**src/rtl/wb_uart_loader.sv**
```systemverilog
// Purpose: UART byte stream -> Wishbone classic single-word writes (boot image loader).
// Latency: write cycle starts the edge the 4th payload byte is consumed; next byte accepted the cycle after ack.
// Backpressure: rx_ready low for the whole bus cycle; offered bytes are held upstream until rx_ready returns.
// Ports: clk/reset (sync, active-high); rx_data/rx_valid/rx_ready byte input;
//        wb_* Wishbone classic initiator; busy/done/error/entry status to the SoC.
module wb_uart_loader #(
    parameter logic [7:0] MAGIC   = 8'hA5,
    parameter int         TIMEOUT = 1024
) (
    input  logic        clk,
    input  logic        reset,
    input  logic [7:0]  rx_data,
    input  logic        rx_valid,
    output logic        rx_ready,
    output logic [31:0] wb_addr,
    output logic [31:0] wb_wdata,
    output logic [3:0]  wb_sel,
    output logic        wb_we,
    output logic        wb_cyc,
    output logic        wb_stb,
    input  logic        wb_ack,
    output logic        busy,
    output logic        done,
    output logic        error,
    output logic [31:0] entry
);

    typedef enum logic [2:0] {SYNC, HADDR, HCNT, DATA, BUS} state_t;

    state_t      state_q, state_d;
    logic [1:0]  byte_cnt_q, byte_cnt_d;
    logic [31:0] addr_q, addr_d;
    logic [15:0] cnt_q, cnt_d;
    logic [31:0] shift_q, shift_d;
    logic [31:0] cur_addr_q, cur_addr_d;
    logic [15:0] remaining_q, remaining_d;
    logic [15:0] timer_q, timer_d;
    logic        rx_ready_q, rx_ready_d;
    logic [31:0] wb_addr_q, wb_addr_d;
    logic [31:0] wb_wdata_q, wb_wdata_d;
    logic [3:0]  wb_sel_q, wb_sel_d;
    logic        wb_we_q, wb_we_d;
    logic        wb_cyc_q, wb_cyc_d;
    logic        busy_q, busy_d;
    logic        done_q, done_d;
    logic        error_q, error_d;
    logic [31:0] entry_q, entry_d;

    logic        consume;
    logic [15:0] cnt_full;

    assign consume  = rx_valid && rx_ready_q;
    // Count value as it will look once the current (high) count byte lands.
    assign cnt_full = {rx_data, cnt_q[15:8]};

    always_comb begin
        state_d     = state_q;
        byte_cnt_d  = byte_cnt_q;
        addr_d      = addr_q;
        cnt_d       = cnt_q;
        shift_d     = shift_q;
        cur_addr_d  = cur_addr_q;
        remaining_d = remaining_q;
        timer_d     = timer_q;
        rx_ready_d  = rx_ready_q;
        wb_addr_d   = wb_addr_q;
        wb_wdata_d  = wb_wdata_q;
        wb_sel_d    = wb_sel_q;
        wb_we_d     = wb_we_q;
        wb_cyc_d    = wb_cyc_q;
        entry_d     = entry_q;
        done_d      = 1'b0;
        error_d     = 1'b0;

        case (state_q)
            SYNC: begin
                if (consume && rx_data == MAGIC) begin
                    state_d    = HADDR;
                    byte_cnt_d = 2'd0;
                end
            end
            HADDR: begin
                if (consume) begin
                    // Little-endian: each new byte enters at the top and slides down.
                    addr_d     = {rx_data, addr_q[31:8]};
                    byte_cnt_d = byte_cnt_q + 2'd1;
                    if (byte_cnt_q == 2'd3) begin
                        addr_d[1:0] = 2'b00;
                        byte_cnt_d  = 2'd0;
                        state_d     = HCNT;
                    end
                end
            end
            HCNT: begin
                if (consume) begin
                    cnt_d      = cnt_full;
                    byte_cnt_d = byte_cnt_q + 2'd1;
                    if (byte_cnt_q == 2'd1) begin
                        byte_cnt_d = 2'd0;
                        if (cnt_full == 16'd0) begin
                            done_d  = 1'b1;
                            entry_d = addr_q;
                            state_d = SYNC;
                        end else begin
                            remaining_d = cnt_full;
                            cur_addr_d  = addr_q;
                            state_d     = DATA;
                        end
                    end
                end
            end
            DATA: begin
                if (consume) begin
                    shift_d    = {rx_data, shift_q[31:8]};
                    byte_cnt_d = byte_cnt_q + 2'd1;
                    if (byte_cnt_q == 2'd3) begin
                        byte_cnt_d = 2'd0;
                        wb_cyc_d   = 1'b1;
                        wb_we_d    = 1'b1;
                        wb_sel_d   = 4'hF;
                        wb_addr_d  = cur_addr_q;
                        wb_wdata_d = shift_d;
                        rx_ready_d = 1'b0;
                        timer_d    = 16'd0;
                        state_d    = BUS;
                    end
                end
            end
            BUS: begin
                // Ack wins over timeout when both land on the same edge.
                if (wb_ack) begin
                    wb_cyc_d    = 1'b0;
                    wb_we_d     = 1'b0;
                    wb_sel_d    = 4'h0;
                    cur_addr_d  = cur_addr_q + 32'd4;
                    remaining_d = remaining_q - 16'd1;
                    timer_d     = 16'd0;
                    rx_ready_d  = 1'b1;
                    if (remaining_q == 16'd1) begin
                        done_d  = 1'b1;
                        entry_d = addr_q;
                        state_d = SYNC;
                    end else begin
                        state_d = DATA;
                    end
                end else if (timer_q == 16'(TIMEOUT - 1)) begin
                    wb_cyc_d   = 1'b0;
                    wb_we_d    = 1'b0;
                    wb_sel_d   = 4'h0;
                    timer_d    = 16'd0;
                    rx_ready_d = 1'b1;
                    error_d    = 1'b1;
                    state_d    = SYNC;
                end else begin
                    timer_d = timer_q + 16'd1;
                end
            end
            default: begin
                state_d    = SYNC;
                rx_ready_d = 1'b1;
                wb_cyc_d   = 1'b0;
                wb_we_d    = 1'b0;
                wb_sel_d   = 4'h0;
            end
        endcase

        busy_d = (state_d != SYNC);
    end

    always_ff @(posedge clk) begin
        if (reset) begin
            state_q     <= SYNC;
            byte_cnt_q  <= 2'd0;
            addr_q      <= 32'd0;
            cnt_q       <= 16'd0;
            shift_q     <= 32'd0;
            cur_addr_q  <= 32'd0;
            remaining_q <= 16'd0;
            timer_q     <= 16'd0;
            rx_ready_q  <= 1'b1;
            wb_addr_q   <= 32'd0;
            wb_wdata_q  <= 32'd0;
            wb_sel_q    <= 4'h0;
            wb_we_q     <= 1'b0;
            wb_cyc_q    <= 1'b0;
            busy_q      <= 1'b0;
            done_q      <= 1'b0;
            error_q     <= 1'b0;
            entry_q     <= 32'd0;
        end else begin
            state_q     <= state_d;
            byte_cnt_q  <= byte_cnt_d;
            addr_q      <= addr_d;
            cnt_q       <= cnt_d;
            shift_q     <= shift_d;
            cur_addr_q  <= cur_addr_d;
            remaining_q <= remaining_d;
            timer_q     <= timer_d;
            rx_ready_q  <= rx_ready_d;
            wb_addr_q   <= wb_addr_d;
            wb_wdata_q  <= wb_wdata_d;
            wb_sel_q    <= wb_sel_d;
            wb_we_q     <= wb_we_d;
            wb_cyc_q    <= wb_cyc_d;
            busy_q      <= busy_d;
            done_q      <= done_d;
            error_q     <= error_d;
            entry_q     <= entry_d;
        end
    end

    assign rx_ready = rx_ready_q;
    assign wb_addr  = wb_addr_q;
    assign wb_wdata = wb_wdata_q;
    assign wb_sel   = wb_sel_q;
    assign wb_we    = wb_we_q;
    assign wb_cyc   = wb_cyc_q;
    assign wb_stb   = wb_cyc_q;
    assign busy     = busy_q;
    assign done     = done_q;
    assign error    = error_q;
    assign entry    = entry_q;

endmodule

```
**config.mk**
```make
export PLATFORM = sky130hd
export DESIGN_NAME = wb_uart_loader
export DESIGN_NICKNAME = d
export VERILOG_FILES = /design/src/rtl/wb_uart_loader.sv
export SDC_FILE = /design/constraint.sdc
export NUM_CORES = 1
export LEC_CHECK = 0
export ABC_AREA = 1
export CAP_MARGIN = 20
export CORE_MARGIN = 5
export CORE_UTILIZATION = 56
export CTS_CLUSTER_DIAMETER = 30
export CTS_CLUSTER_SIZE = 30
export DETAILED_ROUTE_END_ITERATION = 10
export GPL_TIMING_DRIVEN = 0
export PLACE_DENSITY = 0.8
export SETUP_SLACK_MARGIN = 0.5
export SLEW_MARGIN = 20
export SYNTH_ARGS = -nofsm -noshare
export SYNTH_HDL_FRONTEND = slang
export SYNTH_SLANG_ARGS = --single-unit
```
**constraint.sdc**
```tcl
create_clock -name clk -period 2.65 [get_ports clk]
set_clock_uncertainty 0.2 [all_clocks]
set_input_delay 0.6625 -clock clk [delete_from_list [all_inputs] [get_ports clk]]
set_output_delay 0.6625 -clock clk [all_outputs]
set_load 0.01 [all_outputs]
```
* Word-level counts from Yosys, hierarchy flattened
Cells that the tools add are included.
** Word-level totals
- Register bits after elaboration :: 254
- Input port bits :: 12
- Output and inout port bits :: 107
- Logic and storage cells :: 125
** Operators by class
- Add/subtract/negate cells :: 4
- Equality and inequality tests :: 20
- Muxes and demuxes :: 62
- Bitwise operators :: 2
- Reduce and logical (&&, ||, !) cells :: 20
** Operators by type and width (number)
- $mux 32 :: 9
- $mux 16 :: 8
- $pmux 32 s2 :: 2
- $pmux 16 s2 :: 2
- $add 32x3->32 const B :: 1
- $mux 3 :: 9
- $ne 2x2->1 const B :: 9
- $add 16x1->16 const B :: 1
- $eq 16x1->1 const B :: 1
- $eq 16x10->1 const B :: 1
- $logic_not 16->1 :: 1
- $mux 2 :: 8
- $mux 4 :: 4
- $sub 16x1->16 const B :: 1
- $pmux 3 s5 :: 1
- $mux 1 :: 14
- $pmux 4 s3 :: 1
- $eq 8x8->1 const B :: 1
- $reduce_and 4->1 :: 2
- $eq 3x2->1 const B :: 2
- $pmux 1 s3 :: 2
- $pmux 2 s3 :: 1
- $reduce_and 2->1 :: 3
- $reduce_and 3->1 :: 2
- other kinds (17) :: 22

* Logic depth before layout (Yosys ltp)
- Depth in word-level cells :: 6
- Gate-level depth with buffers :: 12
- Mapped depth without buffers :: 11

* Worst setup path before layout
Ideal clock, no wire load.
- Path type :: input-to-reg
- Start point :: in rx_valid
- End point :: reg cur_addr_q[4]
- Library setup time :: 0.132 ns
- Arrival time :: 1.763 ns
- Required time :: 2.318 ns
- Slack :: 0.555 ns
- Cell stages on the path :: 11
- Path buffers :: 2
- Cells stage by stage :: nand2_1 > inv_1 > nand2_1 > nand2_1 > nand2_1 > nor2_4 > nand2_2 > buf_6 > buf_4 > nand2_1 > a21oi_1
** Between the ends
- Cells in the longest elaborated chain, start to end :: 3
** Ends and longest elaborated chain
- from (decl) :: line 13 : input logic rx_valid,
- $logic_and 1x1->1 :: line 52 : assign consume = rx_valid && rx_ready_q;
- $ne 2x2->1 (no line)
- $reduce_and 5->1 (no line)
- to (signal assigned) :: line 196 : cur_addr_q <= cur_addr_d;
- to (decl) :: line 35 : logic [31:0] cur_addr_q, cur_addr_d;
No other way between the ends.
A chain may end at the register's enable or synchronous reset.

==> metrics.md <==
| Metric | Value |
|---|---|
| YS warnings | `0` |
| Clock root buffer | `clkbuf_16` |
| Hold endpoint | `cur_addr_q[1]` |
| Max layer used | `met4` |
| Total GRT Usage | `0.3134` |
| WS Path Type | `reg -> out` |
| Cells after synthesis | `1501` |
| Hold-critical path depth | `2` |
| CP Capture Type | `primary output` |
| Crit share post-route | `0.7911` |
| Post-DRT Antenna Nets | `0` |
| Synth top area cells | `dfxtp_1, nor2_1, nand2_1` |
| Vias in the first global route | `10060` |
| CTS sink count | `234` |
| Crit path time final | `2097 ps` |
| Hold Crit Start | `cur_addr_q[1]` |
| Hold slack | `271.0 ps` |
| FP Rows | `49` |
| Mux contribution to synthesized area | `0` |
| Routed wire length on met3 | `3.543 mm` |
| TritonRoute pass-1 iters | `6` |
| Reg2reg path depth | `8` |
| Avg WL per Cell | `18.26 um` |
| Drt initial violations | `1188` |
| Fraction of layout cells with a size suffix above 1 | `0.1157` |
| Setup-failing EPs final | `0` |
| Worst Path Required | `1790 ps` |
| Final wirelength | `35.47 mm` |
| Reg power frac | `0.368` |
| Syn Nets | `1520` |
| CTS clk-pin slew, worst paths | `50 ps` |
| Final Slew Violations | `0` |
| Leak Pwr | `5.652 nW` |
| Fmax | `477.0 MHz` |
| Effective utilization at floorplan | `0.5711` |
| Slew margin rel. | `0.4749` |
| Post-DR vias/cell | `5.693` |
| Pwr dens | `741.6 nW/um^2` |
| Crit Reg-Reg Startpoint | `state_q[2]` |
| R2R setup slack | `560 ps` |
| Slew @ Worst Pin | `787.6 ps` |
| CP Max Fanout | `8` |
| Die X | `145.6 um` |
| WL met1 | `14.98 mm` |
| #FFs+latches synth | `234` |
| CP cell instances | `buf_4 > clkdlybuf4s15_1` |
| Vias post-DR | `11060` |
| TritonCTS buffer count | `42` |
| Port-buffer cells | `117` |
| Crit path DAT | `1230 ps` |
| Core Region | `18020 um^2` |
| XOR/XNOR Fraction of Synth Area | `0.003403` |
| Psw | `2.531 mW` |
| Placed instance count | `1847` |
| Mean Syn Cell Area | `6.858 um^2` |
| Fin util | `0.7516` |
| Sequential fraction of the synthesis area | `0.4551` |
| Yosys top cell area share | `0.4551` |
| H-tree depth | `2` |
| CP peak stage delay | `360 ps` |
| Initial antenna violation count | `0` |
| Largest net degree at the start of global routing | `14` |
| Post-detail-place hpwl | `24.87 mm` |
| Status | `finished clean` |
| Met2 WL | `15.64 mm` |
| Clk pwr share | `0.548` |
| Area Growth Syn to Fin | `31.62%` |
| Max-Cap Viols | `0` |
| RSZ-0062 raised after global routing | `yes` |
| Cell variety after synth | `35` |
| Setup crit start kind | `flip-flop` |
| Nets@finish | `1697` |
| Post-synthesis cell area | `10290 um^2` |
| Final GP Congestion | `1.004` |
| Pwr Total | `10.05 mW` |
| Clock tree buffer depth | `3` |
| Die ar. | `21190 um^2` |
| Io pins | `119` |
| Final non-filler cell total | `1942` |
| Adder-cell area share of the yosys netlist | `0.008509` |
| Complex-gate fraction of the synthesized area | `0.1816` |
| Slowest CP cell | `dfxtp_4` |
| GRT Residual Overflow | `0` |
| Largest family of logic cells by synthesized area | `simple AND/OR/NAND/NOR gates` |
| Comb pwr share | `0.084` |
| TritonCTS clock tree | `done` |
| Int Pwr | `7.516 mW` |
| Synth area leader | `dfxtp_1` |
| Worst IR Drop VDD | `0.6198 mV` |
| Final Hold Viols | `0` |
| Global-route wire length before repair | `54.28 mm` |
| Hold crit path type | `reg -> reg` |
| Die Y | `145.6 um` |
| RR Endpoint | `cur_addr_q[23]` |
| Final routed DRC violation total | `0` |
| Clock Latency Late Sink | `530 ps` |
| Sw frac | `0.2519` |
| Post-synthesis simple-gate area fraction | `0.2742` |
-- critical path, delay by kind of cell, from the launching register on --
family                 cells  cell delay (ps)
buffers and inverters      2              360
flip-flops                 1              360
-- timing repair --
| action | CTS | global route |
|---|---|---|
| setup endpoints to repair | 302 | 181 |
| hold buffers | 0 | 0 |
| gates resized for setup | 184 | 75 |
| pin swaps | 8 | 9 |
| gates cloned | 1 | 1 |
| buffers inserted | 10 | 4 |
-- logic make-up (layout without fill, tap and decap cells) --
family | count (synthesis) | after routing
other cells | 0 | 2
fa+ha+maj | 7 | 7
simple gates | 700 | 700
xor+xnor | 4 | 4
buf+inv | 191 | 401
flops | 234 | 234
compound gates | 365 | 365
-- per-stage QoR --
stage	TNS (ps)	setup slack (ps)	instance area, um^2
final	0	553.5	13550
after global routing	0	452.8	13540
after detailed placement	-94310	-815.1	11750
after floorplan	0	554.9	10290
after global placement	-89820	-808.9	11750
after CTS	0	468.5	13360
-- layout make-up --
cell class              instances  area (um^2)
multi-input cells            1076         4957
flip-flops and latches        234         4696
fillers                      1425         4477
repair buffers                133         1205
clock buffers                  49         1129
plain buffers                  83        513.0
inverters                     108        417.9
clock inverters                28        339.1
well taps                     229        286.5
diodes                          2        5.005
-- cell usage after synthesis (all sizes together) --
cell	number
inv	107
o32ai	1
ha	7
nor4	1
nand2	282
nand4	10
o21ai	204
o22ai	4
a22oi	2
o211ai	2
a21oi	143
clkinv	1
xor2	3
nand3b	2
or2	5
xnor2	1
o31ai	2
nor3	6
nor2	326
nand3	68
dfxtp	234
a211oi	6
a31o	1
buf	36
clkbuf	47
-- power by group through the flow --
stage	logic, mW	clock network (mW)	registers [mW]
detailed placement	0.761	0	3.77
CTS	0.781	5.51	3.69
global placement	0.750	0	3.76
global route	0.921	5.72	3.71
floorplan	0.443	0	3.78
finish	0.843	5.51	3.70
-- worst max path at each step --
stage	startpoint	endpoint
finish	wb_sel[2]	wb_we
detailed placement	rx_valid	wb_wdata[11]
CTS	state_q[0]	cur_addr_q[10]
floorplan	rx_valid	cur_addr_q[4]
global placement	rx_valid	wb_wdata[12]
global route	rx_data[2]	entry[30]
-- flip-flops by register name, summed over array words and instances, names as in the netlist, 2 cells and up --
name,count
byte_cnt_q,2
cur_addr_q,32
state_q,3
shift_q,24
timer_q,16
wb_addr,32
entry,32
wb_wdata,32
cnt_q,8
addr_q,32
remaining_q,16
-- placed cells by master, fill, tap and decap left out, types with 6 or more instances in the layout --
| cell | count |
|---|---|
| clkinv_4 | 6 |
| dfxtp_1 | 227 |
| o21ai_1 | 24 |
| clkdlybuf4s15_1 | 6 |
| buf_6 | 9 |
| buf_4 | 28 |
| a21oi_1 | 142 |
| inv_1 | 99 |
| clkbuf_2 | 14 |
| clkbuf_16 | 44 |
| nand2_2 | 8 |
| buf_2 | 8 |
| nor2_4 | 6 |
| nor2_2 | 8 |
| clkbuf_1 | 32 |
| nand2_1 | 271 |
| nor2_1 | 312 |
| nand4_1 | 10 |
| dlygate4sd2_1 | 105 |
| dfxtp_2 | 6 |
| nand3_1 | 66 |
| o21ai_0 | 179 |
| a211oi_1 | 6 |
-- metal layers --
layer / vias up / global-route usage
met5: - / 0
met2: 583 / 0.4726
met4: 0 / 0.1194
met1: 5118 / 0.4318
met3: 103 / 0.08253
li1: 5251 / -
No activity file was read; power rests on OpenSTA's default activity.
